[config.mk]
export PLATFORM = sky130hd
export DESIGN_NAME = ppt_pulse_engine_flat
export DESIGN_NICKNAME = d
export VERILOG_FILES = /design/src/rtl/ppt_pulse_if.sv /design/src/rtl/ppt_pulse_engine.sv /design/src/flat_wrapper.sv
export SDC_FILE = /design/constraint.sdc
export NUM_CORES = 1
export LEC_CHECK = 0
export BUFFER_PORTS_ARGS = -buffer_cell sky130_fd_sc_hd__buf_4
export CORE_MARGIN = 10
export CORE_UTILIZATION = 60
export DETAILED_ROUTE_END_ITERATION = 6
export PLACE_DENSITY = 0.77
export REMOVE_ABC_BUFFERS = 1
export SYNTH_ARGS = -nofsm -noshare
export SYNTH_HDL_FRONTEND = slang
export SYNTH_SLANG_ARGS = --single-unit
export TNS_END_PERCENT = 10
[constraint.sdc]
create_clock -name clk -period 6.2 [get_ports clk]
set_clock_uncertainty 0.15 [all_clocks]
set_input_delay 1.24 -clock clk [delete_from_list [all_inputs] [get_ports clk]]
set_output_delay 1.24 -clock clk [all_outputs]
set_load 0.005 [all_outputs]
[src/rtl/ppt_pulse_if.sv]
// Control/status bundle for ppt_pulse_engine: timebase tick, config bus,
// per-channel start/stop/clear and registered pulse/status outputs.
`timescale 1ns/1ps
interface ppt_pulse_if #(
    parameter int unsigned NUM_CH  = 2,
    parameter int unsigned CNT_W   = 16,
    parameter int unsigned BURST_W = 8
);
    logic                      tick_en;
    logic                      cfg_we;
    logic [2:0]                cfg_ch;
    logic [CNT_W-1:0]          cfg_period;
    logic [CNT_W-1:0]          cfg_width;
    logic [BURST_W-1:0]        cfg_burst;
    logic [CNT_W-1:0]          cfg_phase;
    logic [NUM_CH-1:0]         start;
    logic [NUM_CH-1:0]         stop;
    logic [NUM_CH-1:0]         cnt_clr;
    logic [NUM_CH-1:0]         pulse_out;
    logic [NUM_CH-1:0]         busy;
    logic [NUM_CH-1:0]         done;
    logic [NUM_CH*CNT_W-1:0]   pulse_count;

    modport master (
        output tick_en, cfg_we, cfg_ch, cfg_period, cfg_width, cfg_burst, cfg_phase,
               start, stop, cnt_clr,
        input  pulse_out, busy, done, pulse_count
    );

    modport slave (
        input  tick_en, cfg_we, cfg_ch, cfg_period, cfg_width, cfg_burst, cfg_phase,
               start, stop, cnt_clr,
        output pulse_out, busy, done, pulse_count
    );
endinterface

[src/rtl/ppt_pulse_engine.sv]
// Multi-channel programmable pulse-train generator with per-channel period counters.
// Optional PPT_PHASE_EN adds a per-channel start delay (DELAY state).
`timescale 1ns/1ps
module ppt_pulse_engine #(
    parameter int unsigned NUM_CH  = 2,
    parameter int unsigned CNT_W   = 16,
    parameter int unsigned BURST_W = 8
) (
    input  logic       clk,
    input  logic       rst_n,
    ppt_pulse_if.slave bus
);
    localparam int unsigned CH_W = 3;

    typedef enum logic [1:0] {
        ST_IDLE  = 2'd0,
        ST_DELAY = 2'd1,
        ST_RUN   = 2'd2
    } state_e;

    typedef struct packed {
        logic [CNT_W-1:0]   period;
        logic [CNT_W-1:0]   width;
        logic [BURST_W-1:0] burst;
`ifdef PPT_PHASE_EN
        logic [CNT_W-1:0]   phase;
`endif
    } cfg_t;

    cfg_t cfg_in;

    // Config bus gathered into one payload
    always_comb begin
        cfg_in        = '0;
        cfg_in.period = bus.cfg_period;
        cfg_in.width  = bus.cfg_width;
        cfg_in.burst  = bus.cfg_burst;
`ifdef PPT_PHASE_EN
        cfg_in.phase  = bus.cfg_phase;
`endif
    end

`ifndef PPT_PHASE_EN
    logic [CNT_W-1:0] unused_phase;
    assign unused_phase = bus.cfg_phase;
`endif

    logic [NUM_CH-1:0]       pulse_vec;
    logic [NUM_CH-1:0]       busy_vec;
    logic [NUM_CH-1:0]       done_vec;
    logic [NUM_CH*CNT_W-1:0] count_vec;

    for (genvar i = 0; i < NUM_CH; i++) begin : g_ch
        state_e             state_q, state_d;
        cfg_t               staged_q, staged_d;
        cfg_t               active_q, active_d;
        logic [CNT_W-1:0]   cnt_q, cnt_d;
        logic [CNT_W-1:0]   count_q, count_d;
        logic [BURST_W-1:0] pulses_q, pulses_d, pulses_nxt;
        logic               pulse_q, pulse_d;
        logic               busy_q, busy_d;
        logic               done_q, done_d;
        logic               go_delay;
        logic               wr_hit;
`ifdef PPT_PHASE_EN
        logic [CNT_W-1:0]   phase_cnt_q, phase_cnt_d;
`endif

        assign wr_hit = bus.cfg_we && (bus.cfg_ch == CH_W'(i));

`ifdef PPT_PHASE_EN
        assign go_delay = (staged_q.phase != '0);
`else
        assign go_delay = 1'b0;
`endif

        // Next-state and registered-output logic; stop overrides everything
        always_comb begin
            state_d    = state_q;
            staged_d   = staged_q;
            active_d   = active_q;
            cnt_d      = cnt_q;
            count_d    = count_q;
            pulses_d   = pulses_q;
            pulses_nxt = pulses_q + BURST_W'(1);
            pulse_d    = pulse_q;
            busy_d     = busy_q;
            done_d     = 1'b0;
`ifdef PPT_PHASE_EN
            phase_cnt_d = phase_cnt_q;
`endif
            if (bus.stop[i]) begin
                state_d = ST_IDLE;
                pulse_d = 1'b0;
                busy_d  = 1'b0;
            end else begin
                case (state_q)
                    ST_IDLE: begin
                        if (bus.start[i] && (staged_q.period != '0)) begin
                            active_d = staged_q;
                            cnt_d    = '0;
                            pulses_d = '0;
                            busy_d   = 1'b1;
`ifdef PPT_PHASE_EN
                            phase_cnt_d = '0;
`endif
                            if (go_delay) begin
                                state_d = ST_DELAY;
                                pulse_d = 1'b0;
                            end else begin
                                state_d = ST_RUN;
                                pulse_d = (staged_q.width != '0);
                            end
                        end
                    end
`ifdef PPT_PHASE_EN
                    ST_DELAY: begin
                        if (bus.tick_en) begin
                            if ((phase_cnt_q + CNT_W'(1)) >= active_q.phase) begin
                                state_d = ST_RUN;
                                cnt_d   = '0;
                                pulse_d = (active_q.width != '0);
                            end else begin
                                phase_cnt_d = phase_cnt_q + CNT_W'(1);
                            end
                        end
                    end
`endif
                    ST_RUN: begin
                        if (bus.tick_en) begin
                            if (cnt_q >= (active_q.period - CNT_W'(1))) begin
                                if (count_q != '1) count_d = count_q + CNT_W'(1);
                                if ((active_q.burst != '0) && (pulses_nxt >= active_q.burst)) begin
                                    state_d = ST_IDLE;
                                    pulse_d = 1'b0;
                                    busy_d  = 1'b0;
                                    done_d  = 1'b1;
                                end else begin
                                    // Period boundary: pending config takes effect here
                                    active_d = staged_q;
                                    cnt_d    = '0;
                                    pulses_d = pulses_nxt;
                                    pulse_d  = (staged_q.width != '0);
                                end
                            end else begin
                                cnt_d   = cnt_q + CNT_W'(1);
                                pulse_d = ((cnt_q + CNT_W'(1)) < active_q.width);
                            end
                        end
                    end
                    default: begin
                        state_d = ST_IDLE;
                        pulse_d = 1'b0;
                        busy_d  = 1'b0;
                    end
                endcase
            end
            if (bus.cnt_clr[i]) count_d = '0;
            if (wr_hit) staged_d = cfg_in;
        end

        always_ff @(posedge clk or negedge rst_n) begin
            if (!rst_n) begin
                state_q  <= ST_IDLE;
                staged_q <= '0;
                active_q <= '0;
                cnt_q    <= '0;
                count_q  <= '0;
                pulses_q <= '0;
                pulse_q  <= 1'b0;
                busy_q   <= 1'b0;
                done_q   <= 1'b0;
`ifdef PPT_PHASE_EN
                phase_cnt_q <= '0;
`endif
            end else begin
                state_q  <= state_d;
                staged_q <= staged_d;
                active_q <= active_d;
                cnt_q    <= cnt_d;
                count_q  <= count_d;
                pulses_q <= pulses_d;
                pulse_q  <= pulse_d;
                busy_q   <= busy_d;
                done_q   <= done_d;
`ifdef PPT_PHASE_EN
                phase_cnt_q <= phase_cnt_d;
`endif
            end
        end

        assign pulse_vec[i]                = pulse_q;
        assign busy_vec[i]                 = busy_q;
        assign done_vec[i]                 = done_q;
        assign count_vec[i*CNT_W +: CNT_W] = count_q;
    end

    assign bus.pulse_out   = pulse_vec;
    assign bus.busy        = busy_vec;
    assign bus.done        = done_vec;
    assign bus.pulse_count = count_vec;
endmodule

[src/flat_wrapper.sv]
// flat-port wrapper written by rule: the top's interface ports become plain ports
module ppt_pulse_engine_flat 
#(
    parameter int unsigned NUM_CH  = 2,
    parameter int unsigned CNT_W   = 16,
    parameter int unsigned BURST_W = 8
)
  (clk, rst_n, bus_tick_en, bus_cfg_we, bus_cfg_ch, bus_cfg_period, bus_cfg_width, bus_cfg_burst, bus_cfg_phase, bus_start, bus_stop, bus_cnt_clr, bus_pulse_out, bus_busy, bus_done, bus_pulse_count);
  ppt_pulse_if #(.NUM_CH(NUM_CH), .CNT_W(CNT_W), .BURST_W(BURST_W)) bus_i ();
  input  logic clk;
  input  logic rst_n;
  input wire logic [$bits(bus_i.tick_en)-1:0] bus_tick_en;
  input wire logic [$bits(bus_i.cfg_we)-1:0] bus_cfg_we;
  input wire logic [$bits(bus_i.cfg_ch)-1:0] bus_cfg_ch;
  input wire logic [$bits(bus_i.cfg_period)-1:0] bus_cfg_period;
  input wire logic [$bits(bus_i.cfg_width)-1:0] bus_cfg_width;
  input wire logic [$bits(bus_i.cfg_burst)-1:0] bus_cfg_burst;
  input wire logic [$bits(bus_i.cfg_phase)-1:0] bus_cfg_phase;
  input wire logic [$bits(bus_i.start)-1:0] bus_start;
  input wire logic [$bits(bus_i.stop)-1:0] bus_stop;
  input wire logic [$bits(bus_i.cnt_clr)-1:0] bus_cnt_clr;
  output wire logic [$bits(bus_i.pulse_out)-1:0] bus_pulse_out;
  output wire logic [$bits(bus_i.busy)-1:0] bus_busy;
  output wire logic [$bits(bus_i.done)-1:0] bus_done;
  output wire logic [$bits(bus_i.pulse_count)-1:0] bus_pulse_count;
  assign bus_i.tick_en = bus_tick_en;
  assign bus_i.cfg_we = bus_cfg_we;
  assign bus_i.cfg_ch = bus_cfg_ch;
  assign bus_i.cfg_period = bus_cfg_period;
  assign bus_i.cfg_width = bus_cfg_width;
  assign bus_i.cfg_burst = bus_cfg_burst;
  assign bus_i.cfg_phase = bus_cfg_phase;
  assign bus_i.start = bus_start;
  assign bus_i.stop = bus_stop;
  assign bus_i.cnt_clr = bus_cnt_clr;
  assign bus_pulse_out = bus_i.pulse_out;
  assign bus_busy = bus_i.busy;
  assign bus_done = bus_i.done;
  assign bus_pulse_count = bus_i.pulse_count;
  ppt_pulse_engine #(.NUM_CH(NUM_CH), .CNT_W(CNT_W), .BURST_W(BURST_W)) u_core (.clk(clk), .rst_n(rst_n), .bus(bus_i));
endmodule
Word level (Yosys, flattened, before mapping):

Cells that the tools add are included.

* register bits: 250
* input bits: 69
* output and inout port bits: 38
* word-level logic and storage cells: 190

* add/subtract/negate cells: 8
* order comparisons: 6
* equal/unequal tests: 25
* muxes and demuxes: 88
* bitwise gates (word level): 2
* reductions and logical operators: 35

Operators with widths (count)
* $mux W16: 20
* $mux W40: 8
* $pmux W40 S2: 2
* $add A16 B1 Y16 const B: 4
* $mux W8: 8
* $pmux W16 S2: 2
* $reduce_bool A16 Y1: 4
* $ge A16 B16 Y1: 2
* $lt A16 B16 Y1: 2
* $ne A16 B16 Y1 const B: 2
* $pmux W8 S2: 2
* $sub A16 B1 Y16 const B: 2
* $mux W1: 30
* $mux W2: 10
* $reduce_and A5 Y1: 4
* $reduce_bool A2 Y1: 10
* $ne A3 B2 Y1 const B: 6
* $add A8 B1 Y8 const B: 2
* $ge A8 B8 Y1: 2
* $reduce_bool A8 Y1: 2
* $ne A2 B1 Y1 const B: 6
* $ne A3 B3 Y1 const B: 4
* $reduce_and A6 Y1: 2
* $ne A2 B2 Y1 const B: 4
* other kinds (10): 24

Logic depth before layout (Yosys ltp):

* depth after elaboration: 8
* mapped depth: 15
* gate-level depth less buffers: 13

Worst setup path after synthesis:

Ideal clock, no wire load.

* path kind: register to register
* start point: register u_core.g_ch[0].active_q[27] in the netlist's numbering
* end point: register u_core.g_ch[0].active_q[4] in the netlist's numbering
* library setup time: 0.128 ns
* data arrival time: 3.697 ns
* data required time: 5.922 ns
* setup slack: 2.225 ns
* stages on the path, launching flop included: 15
* path through: dfrtp_1 nor4_1 nand2_1 or4_1 nor4_1 xnor2_1 ha_1 nand4_1 nor4_1 a32oi_1 and3_1 buf_2 nor3_4 buf_6 mux2_1

* longest elaborated chain between the ends: 4

Ends and longest elaborated chain
* from (decl): line ppt_pulse_engine.sv:56 `cfg_t active_q, active_d;`
* from (signal assigned): line ppt_pulse_engine.sv:179 `active_q <= active_d;`
* $sub A16 B1 Y16: line ppt_pulse_engine.sv:131 `if (cnt_q >= (active_q.period - CNT_W'(1))) begin`
* $ge A16 B16 Y1: line ppt_pulse_engine.sv:131
* $ne A2 B1 Y1 (no line)
* $reduce_and A6 Y1 (no line)

Every way passes these cells.
A chain may end at the register's enable or synchronous reset.

Worst setup path in the final report:

* start point: register u_core.g_ch[0].active_q[27] in the netlist's numbering
* end point: register u_core.g_ch[0].active_q[25] in the netlist's numbering

The elaborated chain is that of the path after synthesis.

==> flow_summary_export.csv <==
group,metric,value,unit
timing,period_minus_slack,4.821,ns
yosys,ys_ff_latch,246,
critical_path,critPathLaunchType,"register",
cells_and_area,nFillCells,1698,
global_routing,grt_max_degree,85,
die,dieWidth,171.0,µm
cts,numCtsBuffers,26,
yosys,synth_top_area_share,44.98,%
flow_run,drv_cap,0,
critical_path,path_common_cell,"nor4_1",
cells_and_area,stdcell_area,15420,µm²
yosys,synthArstFlopShare,100.0,%
critical_path,endpoint_kind,"register",
cts,clkLatencyLatePin,0.53,ns
global_routing,grt_overflow_total,0,
die,die_h,171.0,µm
cts,cts_root_buffer,"clkbuf_16",
timing,worst_pin_slew,0.9394,ns
yosys,synth_cells,1267,
route,num_vias,9999,
yosys,yosys_warnings,0,
die,num_rows,55,
timing,min_period_over_period,77.75,%
yosys,ys_types,72,
route,drtAntennaViolNets,0,
critical_path,max_stage_delay,0.54,ns
die,dieArea,29250,µm²
route,viasPerCell,6.075,
cts,holdBufCountCts,0,
critical_path,critPathKind,"register to register",
timing,max_clock_freq,207.4,MHz
yosys,synth-seq-area-share,44.98,%
status,status,"completed",
global_routing,grt_pass1_wl,51470,µm
place,place.gp.congestion,0.8940,
die,io_pins,107,
critical_path,required,6.46,ns
power_and_ir_drop,p_sw_share,34.89,%
yosys,synth_top_flop_cell,"dfrtp_1",
cts,cts_sinks,246,
route,routed_wl,31100,µm
power_and_ir_drop,powerDensity,380.6,nW/µm²
cells_and_area,post-route-util,68.33,%
critical_path,cp_cell_sequence,"nor4_1 > nand2_1 > or4_1 > nor4_1 > xnor2_1 > ha_1 > nand4_1 > nor4_1 > a32oi_1 > buf_4 > and3_1 > nor3_4 > buf_4 > mux2_2",
die,start_util,60.63,%
route,drt_first_pass_iters,5,
critical_path,cp_slowest_cell,"or4_1",
cells_and_area,nNetsFinal,1494,
hold_path,hold_class,"register to register",
yosys,synth.top_cells.by_area,"dfrtp_1 45%, mux2_2 11%, ha_1 7.9%",
timing,slew_headroom,37.37,%
power_and_ir_drop,vdd_drop_max,340.0,µV
route,drt_iter0_drc,910,
route,drc,0,
global_routing,grt_usage,21.37,%
global_routing,grt_pass1_vias,10040,
critical_path,crit_arrival,5.08,ns
die,core_area,22570,µm²
yosys,synth_edf_count,0,
power_and_ir_drop,internal_power,3.822,mW
place,place_area,14580,µm²
route,post_drt_wl_per_cell,18.90,µm
cts,htree_levels,1,
critical_path,cp_max_fo,43,
cts,cts.clk_slew.worst_paths,0.06,ns
timing,hold_viol_final,0,
global_routing,antenna_found_initial,3,
power_and_ir_drop,leakagePower,6.839,nW
timing,slew_viol_final,0,
place,dp_hpwl,22290,µm
yosys,syn-cell-area,13680,µm²
timing,setup_violations,0,
cells_and_area,layout-drive-gt1-share,22.15,%
yosys,synth_top_area_cell,"dfrtp_1",
timing,grt_setup_unrepaired,"no",
cts,cts_tree,"built",
power_and_ir_drop,p_switching,2.049,mW
cts,cts-resized-gates,0,
power_and_ir_drop,seqPwrFrac,43.3,%
cts,cts.path.max_buffers,3,
power_and_ir_drop,clock_power_share,26.0,%
yosys,syn_area_per_cell,10.80,µm²
place,portBuffers,90,
cts,cts_setup_buffers,0,
power_and_ir_drop,combPwrFrac,30.7,%
cells_and_area,area_growth,12.71,%
-- synth_stat cells (all sizes together) (15+ instances only) --
| cell type | count |
|---|---|
| a21oi | 59 |
| xor2 | 25 |
| xnor2 | 48 |
| nand3 | 36 |
| nor3 | 24 |
| nand2 | 93 |
| and3 | 17 |
| nor4 | 28 |
| o31ai | 20 |
| mux2 | 167 |
| dfrtp | 246 |
| ha | 86 |
| or4 | 20 |
| inv | 71 |
| nor2 | 51 |
| nand4 | 21 |
| o21ai | 36 |
| buf | 24 |
| clkbuf | 36 |
| mux2i | 15 |
-- cell type report --
cell class,count,area [µm²],share of cell area (%)
Timing Repair Buffer,104,788.3,5.111
Clock buffer,38,757.0,4.908
Tap cell,285,356.6,2.312
Clock inverter,10,85.08,0.5516
Multi-Input combinational cell,890,7009,45.45
Antenna cell,2,5.005,0.03245
Inverter,71,266.5,1.728
Sequential cell,246,6156,39.91
-- routing by layer --
layer / track usage, % / wire length [µm] / up-vias
li1: - / - / 4771
met1: 29.43 / 14300 / 4962
met2: 34.08 / 14360 / 215
met3: 4.608 / 1932 / 49
met4: 4.310 / 501 / 2
met5: 0 / 13 / -
-- state kept, by name, summed over array words and instances, names as in the netlist --
register / flops
u_core.g_ch.count_q: 32
u_core.g_ch.done_q: 2
u_core.g_ch.cnt_q: 32
u_core.g_ch.state_q: 2
u_core.g_ch.staged_q: 80
u_core.g_ch.active_q: 80
u_core.g_ch.pulses_q: 16
u_core.g_ch.pulse_q: 2
-- per-stage QoR --
step           instances  hold WS, ns  setup TNS [ns]  power [mW]  worst slack [ns]
2_1_floorplan       1207       0.3081          -4.853       3.767           -0.1213
3_5_place_dp        1596       0.3253               0       4.348             1.423
6_report            1646       0.3357               0       5.871             1.379
3_3_place_gp        1596       0.3215               0       4.233             1.523
4_1_cts             1644       0.3380               0       5.900             1.406
5_1_grt             1644       0.3494               0       6.291            0.8978
-- worst max-delay path, delay by kind of cell, from the launching register on --
kind	cells	cell delay (ns)
compound gates	1	0.14
buf+inv	2	0.72
xor+xnor	1	0.12
simple gates	8	2.43
fa+ha+maj	1	0.30
flops	1	0.42
mux	1	0.40
-- power groups by stage --
| stage | clock network (mW) | logic [mW] | registers, mW |
|---|---|---|---|
| 5_1_grt | 1.62 | 2.06 | 2.61 |
| 6_report | 1.52 | 1.80 | 2.54 |
| 4_1_cts | 1.55 | 1.82 | 2.53 |
| 3_5_place_dp | 0 | 1.79 | 2.55 |
| 3_3_place_gp | 0 | 1.70 | 2.53 |
| 2_1_floorplan | 0 | 1.38 | 2.39 |
-- worst paths after layout --
| kind | from | endpoint | slack (ns) | cells past startpoint |
|---|---|---|---|---|
| worst max-delay path | u_core.g_ch[0].active_q[27]$_DFFE_PN0P_ | u_core.g_ch[0].active_q[25]$_DFFE_PN0P_ | 1.38 | 14 |
| worst min-delay path | u_core.g_ch[0].active_q[7]$_DFFE_PN0P_ | u_core.g_ch[0].active_q[7]$_DFFE_PN0P_ | 0.34 | 1 |
| worst max register to register | u_core.g_ch[0].active_q[27]$_DFFE_PN0P_ | u_core.g_ch[0].active_q[25]$_DFFE_PN0P_ | 1.38 | 14 |
| worst min register to register | u_core.g_ch[0].active_q[7]$_DFFE_PN0P_ | u_core.g_ch[0].active_q[7]$_DFFE_PN0P_ | 0.34 | 1 |
| max in group asynchronous | rst_n | u_core.g_ch[0].staged_q[4]$_DFFE_PN0P_ | 4.15 | 2 |
| min in group asynchronous | rst_n | u_core.g_ch[1].count_q[12]$_DFFE_PN0P_ | 0.54 | 1 |
-- cells by family after synthesis --
family	count (synthesis)	share of synthesized area, %
buffers and inverters	131	4.124
and+or+nand+nor	338	12.81
muxes	182	14.84
adders and majority gates	86	7.863
xor gates and xnor gates	73	4.672
DFF	246	44.98
AOI/OAI and AO/OA	211	10.71
-- placed cells by master (no fill, tap or decap), types with 25 or more instances in the layout --
master	count
dfrtp_1	246
mux2_2	134
buf_4	103
nand2_1	93
ha_1	86
inv_1	71
a21oi_1	58
nor2_1	51
xnor2_1	48
nand3_1	36
o21ai_0	35
mux2_1	33
nor4_1	27
clkbuf_16	27
xor2_1	25
Note: power is estimated with default switching activity, not from simulation.
